[config.mk]
export PLATFORM = sky130hd
export DESIGN_NAME = note_lane_scroller
export DESIGN_NICKNAME = d
export VERILOG_FILES = /design/src/rtl/rhythm_pkg.sv /design/src/rtl/note_ring.sv /design/src/rtl/note_lane_scroller.sv
export SDC_FILE = /design/constraint.sdc
export NUM_CORES = 1
export LEC_CHECK = 0
export ABC_AREA = 1
export CAP_MARGIN = 20
export CORE_MARGIN = 8
export CORE_UTILIZATION = 51
export CTS_CLUSTER_DIAMETER = 60
export DETAILED_ROUTE_END_ITERATION = 6
export PLACE_DENSITY_LB_ADDON = 0.3
export RECOVER_POWER = 25
export SYNTH_ARGS = -nofsm -noshare
export SYNTH_HDL_FRONTEND = slang
export SYNTH_SLANG_ARGS = --single-unit
[constraint.sdc]
create_clock -name frameClk -period 3.71 [get_ports frameClk]
set_clock_uncertainty 0.2 [all_clocks]
set_input_delay 0.742 -clock frameClk [delete_from_list [all_inputs] [get_ports frameClk]]
set_output_delay 0.742 -clock frameClk [all_outputs]
set_load 0.05 [all_outputs]
[src/rtl/rhythm_pkg.sv]
// Lane geometry and widths shared by the note scroller and the strum hit checker,
// so both sides always agree on where the hit window is.
package rhythm_pkg;

  localparam int unsigned NUM_BITS   = 10;
  localparam int unsigned FRAME_BITS = 16;
  localparam int unsigned DEPTH      = 4;
  localparam int unsigned PTR_BITS   = $clog2(DEPTH);
  localparam int unsigned COUNT_BITS = $clog2(DEPTH) + 1;

  localparam logic [NUM_BITS-1:0] CENTER    = 10'h1F4;
  localparam logic [NUM_BITS-1:0] TOLERANCE = 10'h018;
  localparam logic [NUM_BITS-1:0] SPAWN_Y   = 10'h000;
  localparam logic [NUM_BITS-1:0] SPEED     = 10'h004;

  typedef logic [NUM_BITS:0] wide_y_t;

  // True when one more advance would carry y beyond the far edge of the hit window.
  function automatic logic past_window(input logic [NUM_BITS-1:0] y);
    return (wide_y_t'(y) + wide_y_t'(SPEED)) > (wide_y_t'(CENTER) + wide_y_t'(TOLERANCE));
  endfunction

endpackage

[src/rtl/note_ring.sv]
// Circular buffer of note Y positions with push at tail, pop at head and a
// per-frame advance of every slot; also exposes its next-state head for output registering.
module note_ring
  import rhythm_pkg::*;
(
  input  logic                  clk,
  input  logic                  rst_n,
  input  logic                  push,
  input  logic                  pop,
  input  logic                  advance,
  input  logic [NUM_BITS-1:0]   push_data,
  output logic [NUM_BITS-1:0]   head_y,
  output logic [NUM_BITS-1:0]   head_next_c,
  output logic [COUNT_BITS-1:0] count,
  output logic [COUNT_BITS-1:0] count_next_c,
  output logic                  full,
  output logic                  empty
);

  logic [NUM_BITS-1:0]   mem   [DEPTH];
  logic [NUM_BITS-1:0]   mem_n [DEPTH];
  logic [PTR_BITS-1:0]   head, head_n;
  logic [PTR_BITS-1:0]   tail, tail_n;

  // Advance applies to every slot; a push lands after the advance so new notes start at push_data.
  always_comb begin
    mem_n = mem;
    if (advance) begin
      for (int i = 0; i < int'(DEPTH); i++) begin
        mem_n[i] = mem[i] + SPEED;
      end
    end
    if (push) begin
      mem_n[tail] = push_data;
    end
    head_n       = pop  ? head + PTR_BITS'(1) : head;
    tail_n       = push ? tail + PTR_BITS'(1) : tail;
    count_next_c = count + COUNT_BITS'(push) - COUNT_BITS'(pop);
  end

  always_ff @(posedge clk) begin
    if (!rst_n) begin
      head  <= '0;
      tail  <= '0;
      count <= '0;
    end else begin
      head  <= head_n;
      tail  <= tail_n;
      count <= count_next_c;
    end
  end

  // Slot contents are don't-care after reset; only the pointers define validity.
  always_ff @(posedge clk) begin
    mem <= mem_n;
  end

  assign head_y      = mem[head];
  assign head_next_c = mem_n[head_n];
  assign full        = (count == COUNT_BITS'(DEPTH));
  assign empty       = (count == '0);

endmodule

[src/rtl/note_lane_scroller.sv]
// Per-lane note source: spawns chart notes on their frame, scrolls them once per
// frame, retires the head on a hit or when it scrolls past the window.
module note_lane_scroller
  import rhythm_pkg::*;
(
  input  logic                  frameClk,
  input  logic                  resetN,
  input  logic                  run,
  input  logic                  chartValid,
  input  logic [FRAME_BITS-1:0] chartFrame,
  output logic                  chartPop,
  input  logic                  addHit,
  output logic [NUM_BITS-1:0]   Y,
  output logic                  timerActive,
  output logic                  lateMiss,
  output logic                  spawnDrop,
  output logic [COUNT_BITS-1:0] count,
  output logic [FRAME_BITS-1:0] frameCount
);

  logic                  push, pop, hit_retire, late_retire, spawn_req, drop;
  logic                  full, empty;
  logic [NUM_BITS-1:0]   head_y, head_next;
  logic [COUNT_BITS-1:0] count_next;

  note_ring u_ring (
    .clk          (frameClk),
    .rst_n        (resetN),
    .push         (push),
    .pop          (pop),
    .advance      (run),
    .push_data    (SPAWN_Y),
    .head_y       (head_y),
    .head_next_c  (head_next),
    .count        (count),
    .count_next_c (count_next),
    .full         (full),
    .empty        (empty)
  );

  // A hit wins over a late miss when both apply in the same frame.
  always_comb begin
    hit_retire  = run && !empty && addHit;
    late_retire = run && !empty && !addHit && past_window(head_y);
    pop         = hit_retire || late_retire;
    spawn_req   = run && chartValid && (chartFrame == frameCount);
    push        = spawn_req && (!full || pop);
    drop        = spawn_req && full && !pop;
    chartPop    = spawn_req;
  end

  always_ff @(posedge frameClk) begin
    if (!resetN) begin
      Y           <= '0;
      timerActive <= 1'b0;
      lateMiss    <= 1'b0;
      spawnDrop   <= 1'b0;
      frameCount  <= '0;
    end else begin
      Y           <= (count_next == '0) ? '0 : head_next;
      timerActive <= (count_next != '0);
      lateMiss    <= late_retire;
      spawnDrop   <= drop;
      if (run) begin
        frameCount <= frameCount + FRAME_BITS'(1);
      end
    end
  end

endmodule

==> impl_results.html, run 1 <==
<table>
<tr><th>Metric</th><th>Value</th></tr>
<tr><th colspan="2">Outcome</th></tr>
<tr><td>Outcome</td><td>finished, final reports clean</td></tr>
<tr><th colspan="2">Floorplan</th></tr>
<tr><td># IOs</td><td>54</td></tr>
<tr><td>Die footprint</td><td>0.0119 mm^2</td></tr>
<tr><td>Die span in x</td><td>109 um</td></tr>
<tr><td>Standard-cell rows</td><td>34</td></tr>
<tr><td>Die Y-Extent</td><td>109 um</td></tr>
<tr><td>Starting Density</td><td>51.6%</td></tr>
<tr><td>Placeable core area</td><td>0.00855 mm^2</td></tr>
<tr><th colspan="2">STA</th></tr>
<tr><td>Time the final worst path needs with I/O delays and setup</td><td>3550 ps</td></tr>
<tr><td>Highest clock frequency the design can meet</td><td>282 MHz</td></tr>
<tr><td>Setup-failing EPs final</td><td>0</td></tr>
<tr><td>Final Hold Vio Count</td><td>0</td></tr>
<tr><td>Worst max-slew margin expressed relative to the limit</td><td>64.4%</td></tr>
<tr><td>Number of pins exceeding their max-slew limit in the final report</td><td>0</td></tr>
<tr><td>Post-route clock period utilization</td><td>95.6%</td></tr>
<tr><td>Worst Tran Pin Value</td><td>533 ps</td></tr>
<tr><td>Final worst-path setup slack</td><td>163 ps</td></tr>
<tr><th colspan="2">Yosys</th></tr>
<tr><td>Total standard cell area after synthesis</td><td>0.00441 mm^2</td></tr>
<tr><td>XOR/XNOR Fraction of Synth Area</td><td>5.36%</td></tr>
<tr><td>Synth Area in Adders</td><td>4.14%</td></tr>
<tr><td>Syn Inst Count</td><td>638</td></tr>
<tr><td>Proportion of synthesized chip area in sequential cells</td><td>34.5%</td></tr>
<tr><td>Total nets after synthesis</td><td>673</td></tr>
<tr><td>Combinational family with the most area after synthesis</td><td>simple AND/OR/NAND/NOR gates</td></tr>
<tr><td>Yosys reg bits</td><td>76</td></tr>
<tr><td>Simple-gate share of the synthesized area</td><td>36.1%</td></tr>
<tr><td>Average cell area after synthesis</td><td>6.91 um^2</td></tr>
<tr><td>Netlist cell types</td><td>39</td></tr>
<tr><td>Count of warnings emitted by yosys</td><td>0</td></tr>
<tr><td>Area fraction in compound gates after synthesis</td><td>6.93%</td></tr>
<tr><td>Multiplexer share of the synthesized area</td><td>0.454%</td></tr>
<tr><th colspan="2">Drt</th></tr>
<tr><td>Count of antenna-violating nets left after detailed routing</td><td>0</td></tr>
<tr><td>Wire length per cell after detailed routing</td><td>14.5 um</td></tr>
<tr><td>Post-detailed-route DRC marker count</td><td>0</td></tr>
<tr><td>Via count normalized by instance count</td><td>5.17</td></tr>
<tr><td>DR iter-0 viols</td><td>323</td></tr>
<tr><td>Vias</td><td>4201</td></tr>
<tr><td>DRT Wirelength</td><td>11.8 mm</td></tr>
<tr><td>First drt pass iteration count</td><td>5</td></tr>
<tr><th colspan="2">Placement</th></tr>
<tr><td>Placed cell count</td><td>793</td></tr>
<tr><td>Count of buffers from port buffering</td><td>53</td></tr>
<tr><td>Post-placement setup slack</td><td>87.5 ps</td></tr>
<tr><td>Total half-perimeter wirelength after legalization and detailed placement</td><td>9.03 mm</td></tr>
<tr><td>Total cell area at the placement stage</td><td>0.00505 mm^2</td></tr>
<tr><td>GPL Wtd Cong</td><td>0.964</td></tr>
<tr><th colspan="2">CTS</th></tr>
<tr><td>Master cell of the clock root buffer</td><td>clkbuf_8</td></tr>
<tr><td>Worst-Skew Late Latency</td><td>370 ps</td></tr>
<tr><td>CTS tree</td><td>yes</td></tr>
<tr><td>Worst-path clk slew</td><td>80 ps</td></tr>
<tr><td>TritonCTS Buffers</td><td>9</td></tr>
<tr><td>Clock Tree Buf Depth</td><td>2</td></tr>
<tr><td>Clk sinks</td><td>76</td></tr>
<tr><td>Number of H-tree levels</td><td>3</td></tr>
<tr><th colspan="2">GRT</th></tr>
<tr><td>Aggregate global-route resource usage</td><td>20.7%</td></tr>
<tr><td>Antenna violations before repair</td><td>0</td></tr>
<tr><td>Total grt overflow</td><td>0</td></tr>
<tr><td>Number of global-route vias before repair</td><td>4094</td></tr>
<tr><td>Pin count of the biggest net entering global routing</td><td>23</td></tr>
<tr><td>First-pass GRT wire length</td><td>19.2 mm</td></tr>
<tr><th colspan="2">Worst setup path</th></tr>
<tr><td>End of the critical path</td><td>Y[8]$_SDFF_PP0_</td></tr>
<tr><td>Worst Path Required</td><td>3810 ps</td></tr>
<tr><td>Arrival time of the worst setup path</td><td>3640 ps</td></tr>
<tr><td>Source of the worst register-to-register timing path</td><td>u_ring.head[0]$_SDFF_PN0_</td></tr>
<tr><td>Source of the critical timing path</td><td>u_ring.head[0]$_SDFF_PN0_</td></tr>
<tr><td>Minimum setup slack among reg-to-reg paths</td><td>160 ps</td></tr>
<tr><td>WS Path Type</td><td>flip-flop to flip-flop</td></tr>
<tr><td>Worst setup SP type</td><td>flip-flop</td></tr>
<tr><td>Worst-path maximum fanout</td><td>11</td></tr>
<tr><td>Number of cells on the worst reg-to-reg path</td><td>25</td></tr>
<tr><td>Endpoint of the most critical register-to-register path</td><td>Y[8]$_SDFF_PP0_</td></tr>
<tr><td>Sort of element at the end of the critical path</td><td>flip-flop</td></tr>
<tr><th colspan="2">Layout</th></tr>
<tr><td>Final net count</td><td>735</td></tr>
<tr><td>Share of cells above drive strength 1</td><td>13.6%</td></tr>
<tr><td>Commonest non-fill, non-tap cell in the layout</td><td>nand2_1</td></tr>
<tr><td>Commonest non-fill, non-tap cells in the layout</td><td>136 x nand2_1, 89 x inv_1, 77 x nor2_1, 75 x dfxtp_1, 55 x nand3_1</td></tr>
<tr><td>Layout overhead on the synthesized area</td><td>21.7%</td></tr>
<tr><td>Post-route design area</td><td>0.00536 mm^2</td></tr>
<tr><td>Number of inserted diodes</td><td>0</td></tr>
<tr><td>Count of placed standard cells in the final layout, fillers left out</td><td>813</td></tr>
<tr><th colspan="2">Flow run</th></tr>
<tr><td>Number of max-capacitance violations reported</td><td>0</td></tr>
<tr><th colspan="2">Pwr</th></tr>
<tr><td>Largest vdd supply drop</td><td>0.323 mV</td></tr>
<tr><td>Total power of the final layout</td><td>3.67 mW</td></tr>
<tr><td>Leakage dissipation</td><td>2.55 nW</td></tr>
<tr><td>Power per Cell Area</td><td>684 mW/mm^2</td></tr>
<tr><th colspan="2">Min path</th></tr>
<tr><td>Class of the tightest hold or removal check</td><td>flip-flop to flip-flop</td></tr>
</table>
[critical path: stages (launching register included)]
cell	delay (ps)
dfxtp_4	360
buf_6	140
nand2_1	60
nand3_1	90
nand2_2	100
inv_2	50
ha_1	200
inv_2	70
nand2_1	50
nand2_1	50
nand2_1	40
nor2_1	100
nand3_1	100
nand2_2	120
nand3_4	90
nand2_4	70
inv_2	50
ha_1	270
inv_1	50
ha_1	210
fa_2	570
nor2_2	40
nand2_2	70
nand2_2	60
buf_12	150
a21oi_2	100
[metrics by stage]
stage               util [%]  setup TNS, ps  hold slack (ps)
floorplan                  -              0              222
global placement        59.0              0              237
detailed placement      59.0              0              244
CTS                     61.9              0              255
global route            62.7          -9.12              285
finish                  62.7              0              260
[Yosys cell counts]
| library cell | count | share of area [%] |
|---|---|---|
| nor2_2 | 1 | 0.14 |
| nor4_1 | 2 | 0.28 |
| or2_2 | 5 | 0.71 |
| nand2_1 | 139 | 12 |
| xnor2_1 | 11 | 2.2 |
| clkbuf_1 | 5 | 0.43 |
| a22o_1 | 1 | 0.20 |
| buf_1 | 1 | 0.085 |
| a21oi_2 | 10 | 2.0 |
| nor3_1 | 22 | 2.5 |
| buf_4 | 4 | 0.68 |
| nor2_4 | 1 | 0.26 |
| nand3_2 | 14 | 3.2 |
| nand2_4 | 2 | 0.51 |
| dfxtp_1 | 76 | 35 |
| inv_4 | 1 | 0.14 |
| nand2_2 | 6 | 0.85 |
| buf_6 | 6 | 1.5 |
| nand4_1 | 7 | 0.99 |
| and3_1 | 1 | 0.14 |
| mux2i_1 | 2 | 0.45 |
| a31oi_1 | 2 | 0.28 |
| and2_0 | 1 | 0.14 |
| nor2_1 | 78 | 6.6 |
| fa_1 | 1 | 0.45 |
| ha_1 | 13 | 3.7 |
| a21oi_1 | 15 | 1.7 |
| o22ai_1 | 4 | 0.57 |
| clkinv_1 | 1 | 0.085 |
| inv_2 | 12 | 1.0 |
| a211oi_1 | 1 | 0.17 |
| nand3b_1 | 9 | 1.5 |
| buf_2 | 3 | 0.34 |
| o21ai_0 | 16 | 1.8 |
| buf_12 | 1 | 0.45 |
| nand3_1 | 56 | 6.4 |
| inv_1 | 91 | 7.7 |
| xor2_1 | 16 | 3.2 |
| o21ai_2 | 1 | 0.20 |
[layer usage]
| metal | vias up | routed length, um | global-route usage (%) |
|---|---|---|---|
| met5 | - | 0 | 0 |
| met1 | 1899 | 5240 | 25.3 |
| met3 | 25 | 855 | 5.38 |
| li1 | 2123 | - | - |
| met2 | 154 | 5390 | 33.5 |
| met4 | 0 | 297 | 9.68 |
[where the power goes]
| group | internal, mW | switching (mW) |
|---|---|---|
| registers | 1.00 | 0.176 |
| clock network | 0.483 | 0.309 |
| logic | 0.615 | 1.08 |
| total | 2.10 | 1.57 |
[cell type report]
cell class / instances / area, um^2
Fill cell: 753 / 3190
Multi-Input combinational cell: 437 / 2360
Sequential cell: 76 / 1530
Timing Repair Buffer: 71 / 692
Inverter: 105 / 397
Clock buffer: 12 / 155
Tap cell: 108 / 135
Clock inverter: 4 / 95.1
[how the worst min path moves through the flow]
stage,start,cells past startpoint,endpoint
global route,u_ring.mem[10]$_DFF_P_,2,u_ring.mem[10]$_DFF_P_
finish,u_ring.mem[10]$_DFF_P_,2,u_ring.mem[10]$_DFF_P_
floorplan,u_ring.mem[30]$_DFF_P_,2,u_ring.mem[30]$_DFF_P_
CTS,u_ring.mem[30]$_DFF_P_,2,u_ring.mem[30]$_DFF_P_
global placement,u_ring.mem[30]$_DFF_P_,2,u_ring.mem[30]$_DFF_P_
detailed placement,u_ring.mem[30]$_DFF_P_,2,u_ring.mem[30]$_DFF_P_
[registers in the layout (all words and copies together), names as in the netlist]
name and flops:
timerActive 1, spawnDrop 1, frameCount 16, u_ring.count 3, u_ring.mem 40, u_ring.tail 2
Y 10, lateMiss 1, u_ring.head 2
[kinds of logic after synthesis]
kind of cell / after synthesis
muxes: 2
buffers and inverters: 125
DFF: 76
AOI/OAI and AO/OA: 50
xor gates and xnor gates: 27
adders and majority gates: 14
and+or+nand+nor: 344
[what timing repair did]
item,4_1_cts,5_1_grt
buffers inserted,0,4
hold buffers,0,0
setup endpoints to repair,0,11
gates resized for setup,0,13
Power figures use the tool's default switching activity.
==> inputs of run 2 (changes only) <==
--- a/config.mk
+++ b/config.mk
@@ -5,10 +5,9 @@
 export SDC_FILE = /design/constraint.sdc
 export NUM_CORES = 1
 export LEC_CHECK = 0
-export ABC_AREA = 1
 export CAP_MARGIN = 20
 export CORE_MARGIN = 8
-export CORE_UTILIZATION = 51
+export CORE_UTILIZATION = 50
 export CTS_CLUSTER_DIAMETER = 60
 export DETAILED_ROUTE_END_ITERATION = 6
 export PLACE_DENSITY_LB_ADDON = 0.3
==> impl_results.html, run 2 <==
<table>
<tr><th>Metric</th><th>Value</th></tr>
<tr><th colspan="2">Pwr</th></tr>
<tr><td>Share of power burned in the clock network</td><td>16.3% (was 21.6%)</td></tr>
<tr><td>Portion of total power attributed to sequential cells</td><td>34.0% (was 32.2%)</td></tr>
<tr><td>Power per Cell Area</td><td>650 mW/mm^2 (was 684 mW/mm^2)</td></tr>
<tr><td>Internal power consumption</td><td>2.03 mW (was 2.10 mW)</td></tr>
<tr><td>Combinational fraction of design power</td><td>49.7% (was 46.3%)</td></tr>
<tr><td>Switch share</td><td>40.5% (was 42.7%)</td></tr>
<tr><td>Largest vdd supply drop</td><td>0.289 mV (was 0.323 mV)</td></tr>
<tr><td>Leakage dissipation</td><td>2.19 nW (was 2.55 nW)</td></tr>
<tr><td>Net Sw Power</td><td>1.38 mW (was 1.57 mW)</td></tr>
<tr><th colspan="2">GRT</th></tr>
<tr><td>Pin count of the biggest net entering global routing</td><td>30 (was 23)</td></tr>
<tr><td>Total grt overflow</td><td>0 (unchanged)</td></tr>
<tr><td>Antenna violations before repair</td><td>0 (unchanged)</td></tr>
<tr><td>Aggregate global-route resource usage</td><td>19.5% (was 20.7%)</td></tr>
<tr><td>Number of global-route vias before repair</td><td>3510 (was 4094)</td></tr>
<tr><td>First-pass GRT wire length</td><td>17.4 mm (was 19.2 mm)</td></tr>
<tr><th colspan="2">Yosys</th></tr>
<tr><td>Count of warnings emitted by yosys</td><td>0 (unchanged)</td></tr>
<tr><td>Count of flip-flops with a built-in enable after synthesis</td><td>0 (unchanged)</td></tr>
<tr><td>Leading area contributor after synthesis</td><td>dfxtp_1 (unchanged)</td></tr>
<tr><td>Library cell with the highest instance count after synthesis</td><td>dfxtp_1 (was nand2_1)</td></tr>
<tr><td>Total nets after synthesis</td><td>449 (was 673)</td></tr>
<tr><td>Syn Inst Count</td><td>414 (was 638)</td></tr>
<tr><td>Average cell area after synthesis</td><td>9.44 um^2 (was 6.91 um^2)</td></tr>
<tr><td>Area fraction of the dominant cell type after synthesis</td><td>38.9% (was 34.5%)</td></tr>
<tr><td>Proportion of synthesized chip area in sequential cells</td><td>38.9% (was 34.5%)</td></tr>
<tr><td>Top_reg_cell synth</td><td>dfxtp_1 (unchanged)</td></tr>
<tr><td>Total standard cell area after synthesis</td><td>0.00391 mm^2 (was 0.00441 mm^2)</td></tr>
<tr><td>Yosys reg bits</td><td>76 (unchanged)</td></tr>
<tr><td>Ranking of synthesized cells by area</td><td>dfxtp_1 39%, xor2_1 8.3%, xnor2_1 5.8% (was dfxtp_1 35%, nand2_1 12%, inv_1 7.7%)</td></tr>
<tr><td>Netlist cell types</td><td>47 (was 39)</td></tr>
<tr><td>Async SR Flop Fraction</td><td>0% (unchanged)</td></tr>
<tr><td>Leading post-synthesis cells by instance count</td><td>76 x dfxtp_1, 46 x nor2_1, 37 x xor2_1, 26 x xnor2_1, 24 x and2_1 (was 139 x nand2_1, 91 x inv_1, 78 x nor2_1, 76 x dfxtp_1, 56 x nand3_1)</td></tr>
<tr><th colspan="2">Layout</th></tr>
<tr><td>Largest regs</td><td>u_ring.mem x40, frameCount x16, Y x10 (unchanged)</td></tr>
<tr><td>Commonest non-fill, non-tap cells in the layout</td><td>74 x dfxtp_1, 59 x buf_4, 52 x clkdlybuf4s50_1, 45 x nor2_1, 36 x xor2_1 (was 136 x nand2_1, 89 x inv_1, 77 x nor2_1, 75 x dfxtp_1, 55 x nand3_1)</td></tr>
<tr><td>Filler instances</td><td>593 (was 753)</td></tr>
<tr><td>Number of inserted diodes</td><td>0 (unchanged)</td></tr>
<tr><td>Final net count</td><td>557 (was 735)</td></tr>
<tr><td>Flip-flop count of the largest register, all copies and words added</td><td>40 (unchanged)</td></tr>
<tr><td>Share of cells above drive strength 1</td><td>21.1% (was 13.6%)</td></tr>
<tr><td>Area used by sequential logic in the layout</td><td>0.00153 mm^2 (about the same)</td></tr>
<tr><td>Area occupied by multi-input gates</td><td>0.00233 mm^2 (was 0.00236 mm^2)</td></tr>
<tr><td>Layout overhead on the synthesized area</td><td>34.4% (was 21.7%)</td></tr>
<tr><td>Commonest non-fill, non-tap cell in the layout</td><td>dfxtp_1 (was nand2_1)</td></tr>
<tr><td>Largest reg by FF count</td><td>u_ring.mem (unchanged)</td></tr>
<tr><th colspan="2">Drt</th></tr>
<tr><td>Count of antenna-violating nets left after detailed routing</td><td>0 (unchanged)</td></tr>
<tr><td>Via count normalized by instance count</td><td>5.50 (was 5.17)</td></tr>
<tr><td>First drt pass iteration count</td><td>4 (was 5)</td></tr>
<tr><td>DR iter-0 viols</td><td>102 (was 323)</td></tr>
<tr><td>Wire length per cell after detailed routing</td><td>16.9 um (was 14.5 um)</td></tr>
<tr><td>Vias</td><td>3458 (was 4201)</td></tr>
<tr><td>DRT Wirelength</td><td>10.6 mm (was 11.8 mm)</td></tr>
<tr><td>Post-detailed-route DRC marker count</td><td>0 (unchanged)</td></tr>
<tr><th colspan="2">CTS</th></tr>
<tr><td>Worst-path clk slew</td><td>90 ps (was 80 ps)</td></tr>
<tr><td>CTS tree</td><td>yes (unchanged)</td></tr>
<tr><td>Clock Tree Buf Depth</td><td>2 (unchanged)</td></tr>
<tr><td>TritonCTS Buffers</td><td>9 (unchanged)</td></tr>
<tr><td>Post-CTS Hold Buffers</td><td>0 (unchanged)</td></tr>
<tr><td>Worst-Skew Late Latency</td><td>360 ps (was 370 ps)</td></tr>
<tr><td>Clk sinks</td><td>76 (unchanged)</td></tr>
<tr><td>Number of H-tree levels</td><td>3 (unchanged)</td></tr>
<tr><td>Master cell of the clock root buffer</td><td>clkbuf_8 (unchanged)</td></tr>
<tr><th colspan="2">STA</th></tr>
<tr><td>Setup-failing EPs final</td><td>11 (was 0)</td></tr>
<tr><td>Number of pins exceeding their max-slew limit in the final report</td><td>0 (unchanged)</td></tr>
<tr><td>Highest clock frequency the design can meet</td><td>229 MHz (was 282 MHz)</td></tr>
<tr><td>Final worst-path setup slack</td><td>-657 ps (was 163 ps)</td></tr>
<tr><td>Setup repair after global routing missed its margin</td><td>yes</td></tr>
<tr><td>Post-route clock period utilization</td><td>118% (was 95.6%)</td></tr>
<tr><td>Worst max-slew margin expressed relative to the limit</td><td>62.5% (was 64.4%)</td></tr>
<tr><td>Worst Tran Pin Value</td><td>555 ps (was 533 ps)</td></tr>
<tr><td>Tightest hold margin</td><td>257 ps (was 260 ps)</td></tr>
<tr><td>Time the final worst path needs with I/O delays and setup</td><td>4370 ps (was 3550 ps)</td></tr>
<tr><td>Final Hold Vio Count</td><td>0 (unchanged)</td></tr>
<tr><th colspan="2">Min path</th></tr>
<tr><td>Hold worst-path end</td><td>u_ring.mem[11]$_DFF_P_ (was u_ring.mem[10]$_DFF_P_)</td></tr>
<tr><td>Worst hold path depth</td><td>2 (unchanged)</td></tr>
<tr><td>Worst Hold Launch</td><td>u_ring.mem[11]$_DFF_P_ (was u_ring.mem[10]$_DFF_P_)</td></tr>
<tr><td>Class of the tightest hold or removal check</td><td>flip-flop to flip-flop (unchanged)</td></tr>
<tr><th colspan="2">Worst setup path</th></tr>
<tr><td>Worst setup SP type</td><td>flip-flop (unchanged)</td></tr>
<tr><td>Source of the worst register-to-register timing path</td><td>u_ring.head[0]$_SDFF_PN0_ (unchanged)</td></tr>
<tr><td>Endpoint of the most critical register-to-register path</td><td>Y[5]$_SDFF_PP0_ (was Y[8]$_SDFF_PP0_)</td></tr>
<tr><td>Minimum setup slack among reg-to-reg paths</td><td>-660 ps (was 160 ps)</td></tr>
<tr><td>Arrival time of the worst setup path</td><td>4420 ps (was 3640 ps)</td></tr>
<tr><td>Worst-path maximum fanout</td><td>6 (was 11)</td></tr>
<tr><td>Number of cells on the worst reg-to-reg path</td><td>16 (was 25)</td></tr>
<tr><td>Worst Path Required</td><td>3770 ps (was 3810 ps)</td></tr>
<tr><td>Sort of element at the end of the critical path</td><td>flip-flop (unchanged)</td></tr>
<tr><td>WS Path Type</td><td>flip-flop to flip-flop (unchanged)</td></tr>
<tr><th colspan="2">Floorplan</th></tr>
<tr><td># IOs</td><td>54 (unchanged)</td></tr>
<tr><td>Standard-cell rows</td><td>32 (was 34)</td></tr>
<tr><td>Die footprint</td><td>0.0109 mm^2 (was 0.0119 mm^2)</td></tr>
<tr><td>Starting Density</td><td>51.1% (was 51.6%)</td></tr>
<tr><td>Die Y-Extent</td><td>104 um (was 109 um)</td></tr>
<tr><td>Die span in x</td><td>104 um (was 109 um)</td></tr>
<tr><td>Placeable core area</td><td>0.00765 mm^2 (was 0.00855 mm^2)</td></tr>
<tr><th colspan="2">Outcome</th></tr>
<tr><td>Failing checks</td><td>setup timing</td></tr>
<tr><td>Outcome</td><td>finished, violations left (was finished, final reports clean)</td></tr>
<tr><th colspan="2">Placement</th></tr>
<tr><td>Post-placement setup slack</td><td>-667 ps (was 87.5 ps)</td></tr>
<tr><td>GPL Wtd Cong</td><td>0.890 (was 0.964)</td></tr>
<tr><td>Count of buffers from port buffering</td><td>53 (unchanged)</td></tr>
<tr><td>Total half-perimeter wirelength after legalization and detailed placement</td><td>8.04 mm (was 9.03 mm)</td></tr>
<tr><th colspan="2">Flow run</th></tr>
<tr><td>Number of max-capacitance violations reported</td><td>0 (unchanged)</td></tr>
</table>
==> run 2: timing repair <==
| action | CTS | global route |
|---|---|---|
| setup endpoints to repair | 11 | 13 |
| cloned | 2 | 0 |
| resized for setup | 9 | 13 |
| pin swaps | 12 | 12 |
| setup buffers | 0 | 5 |
==> run 2: stage by stage <==
step,power (mW),util [%],cells,setup TNS [ps],instance area [um^2]
2_1_floorplan,2.08,-,414,-5740,3930
3_3_place_gp,2.66,64.3,606,-5490,4920
3_5_place_dp,2.73,64.3,606,-6630,4920
4_1_cts,3.34,67.4,624,-5580,5150
5_1_grt,3.60,68.7,629,-8460,5250
6_report,3.42,68.7,629,-6590,5250
==> run 2: how the worst max path moves through the flow <==
stage                              start         endpoint  slack [ps]
4_1_cts        u_ring.head[0]$_SDFF_PN0_  Y[2]$_SDFF_PP0_        -570
3_5_place_dp   u_ring.head[0]$_SDFF_PN0_  Y[4]$_SDFF_PP0_        -670
6_report       u_ring.head[0]$_SDFF_PN0_  Y[5]$_SDFF_PP0_        -660
2_1_floorplan  u_ring.head[0]$_SDFF_PN0_  Y[4]$_SDFF_PP0_        -590
5_1_grt        u_ring.head[0]$_SDFF_PN0_  Y[2]$_SDFF_PP0_        -860
3_3_place_gp   u_ring.head[0]$_SDFF_PN0_  Y[5]$_SDFF_PP0_        -550
==> run 2: cells by family (layout without fill, tap and decap cells) <==
kind of cell	count (synthesis)	count (layout)	synth area share, %
flip-flops	76	76	38.9
adder cells (fa/ha/maj)	14	14	4.68
AND/OR/NAND/NOR	146	146	18.9
XOR/XNOR	63	63	14.1
buffers and inverters	42	153	4.80
AO/OA/AOI/OAI	53	53	10.2
multiplexers	20	22	8.33
==> run 2: critical path, cell delays in order, from the launching register on <==
cell and delay [ps]:
dfxtp_4 400, mux4_2 600, ha_4 190, o311a_1 110, o311a_4 400, a311oi_4 340
ha_1 170, inv_1 40, ha_2 180, fa_2 360, xor2_2 170, xnor2_1 150
o31a_1 390, nand2_4 160, buf_6 120, mux2i_4 80, a22o_1 220
==> run 2: power groups by stage <==
stage	sequential, mW	combinational, mW	clock [mW]
after global placement	1.16	1.49	0
after detailed placement	1.17	1.56	0
after floorplan	1.30	0.776	0
after CTS	1.15	1.62	0.564
final	1.16	1.70	0.557
after global routing	1.18	1.83	0.592
==> run 2: layout make-up <==
| type | instances | area share, % |
|---|---|---|
| flip-flops and latches | 76 | 29.1 |
| clock buffers | 10 | 2.43 |
| repair buffers | 115 | 19.4 |
| inverters | 22 | 1.57 |
| well taps | 102 | 2.43 |
| clock inverters | 6 | 0.762 |
| multi-input cells | 298 | 44.4 |
==> run 2: routing by layer <==
layer  vias up  routed length (um)  global-route usage, %
met5         -                   0                      0
met4         0                 187                   8.27
met3        16                 564                   3.90
met2       106                5210                   32.6
met1      1673                4660                   23.8
li1       1663                   -                      -
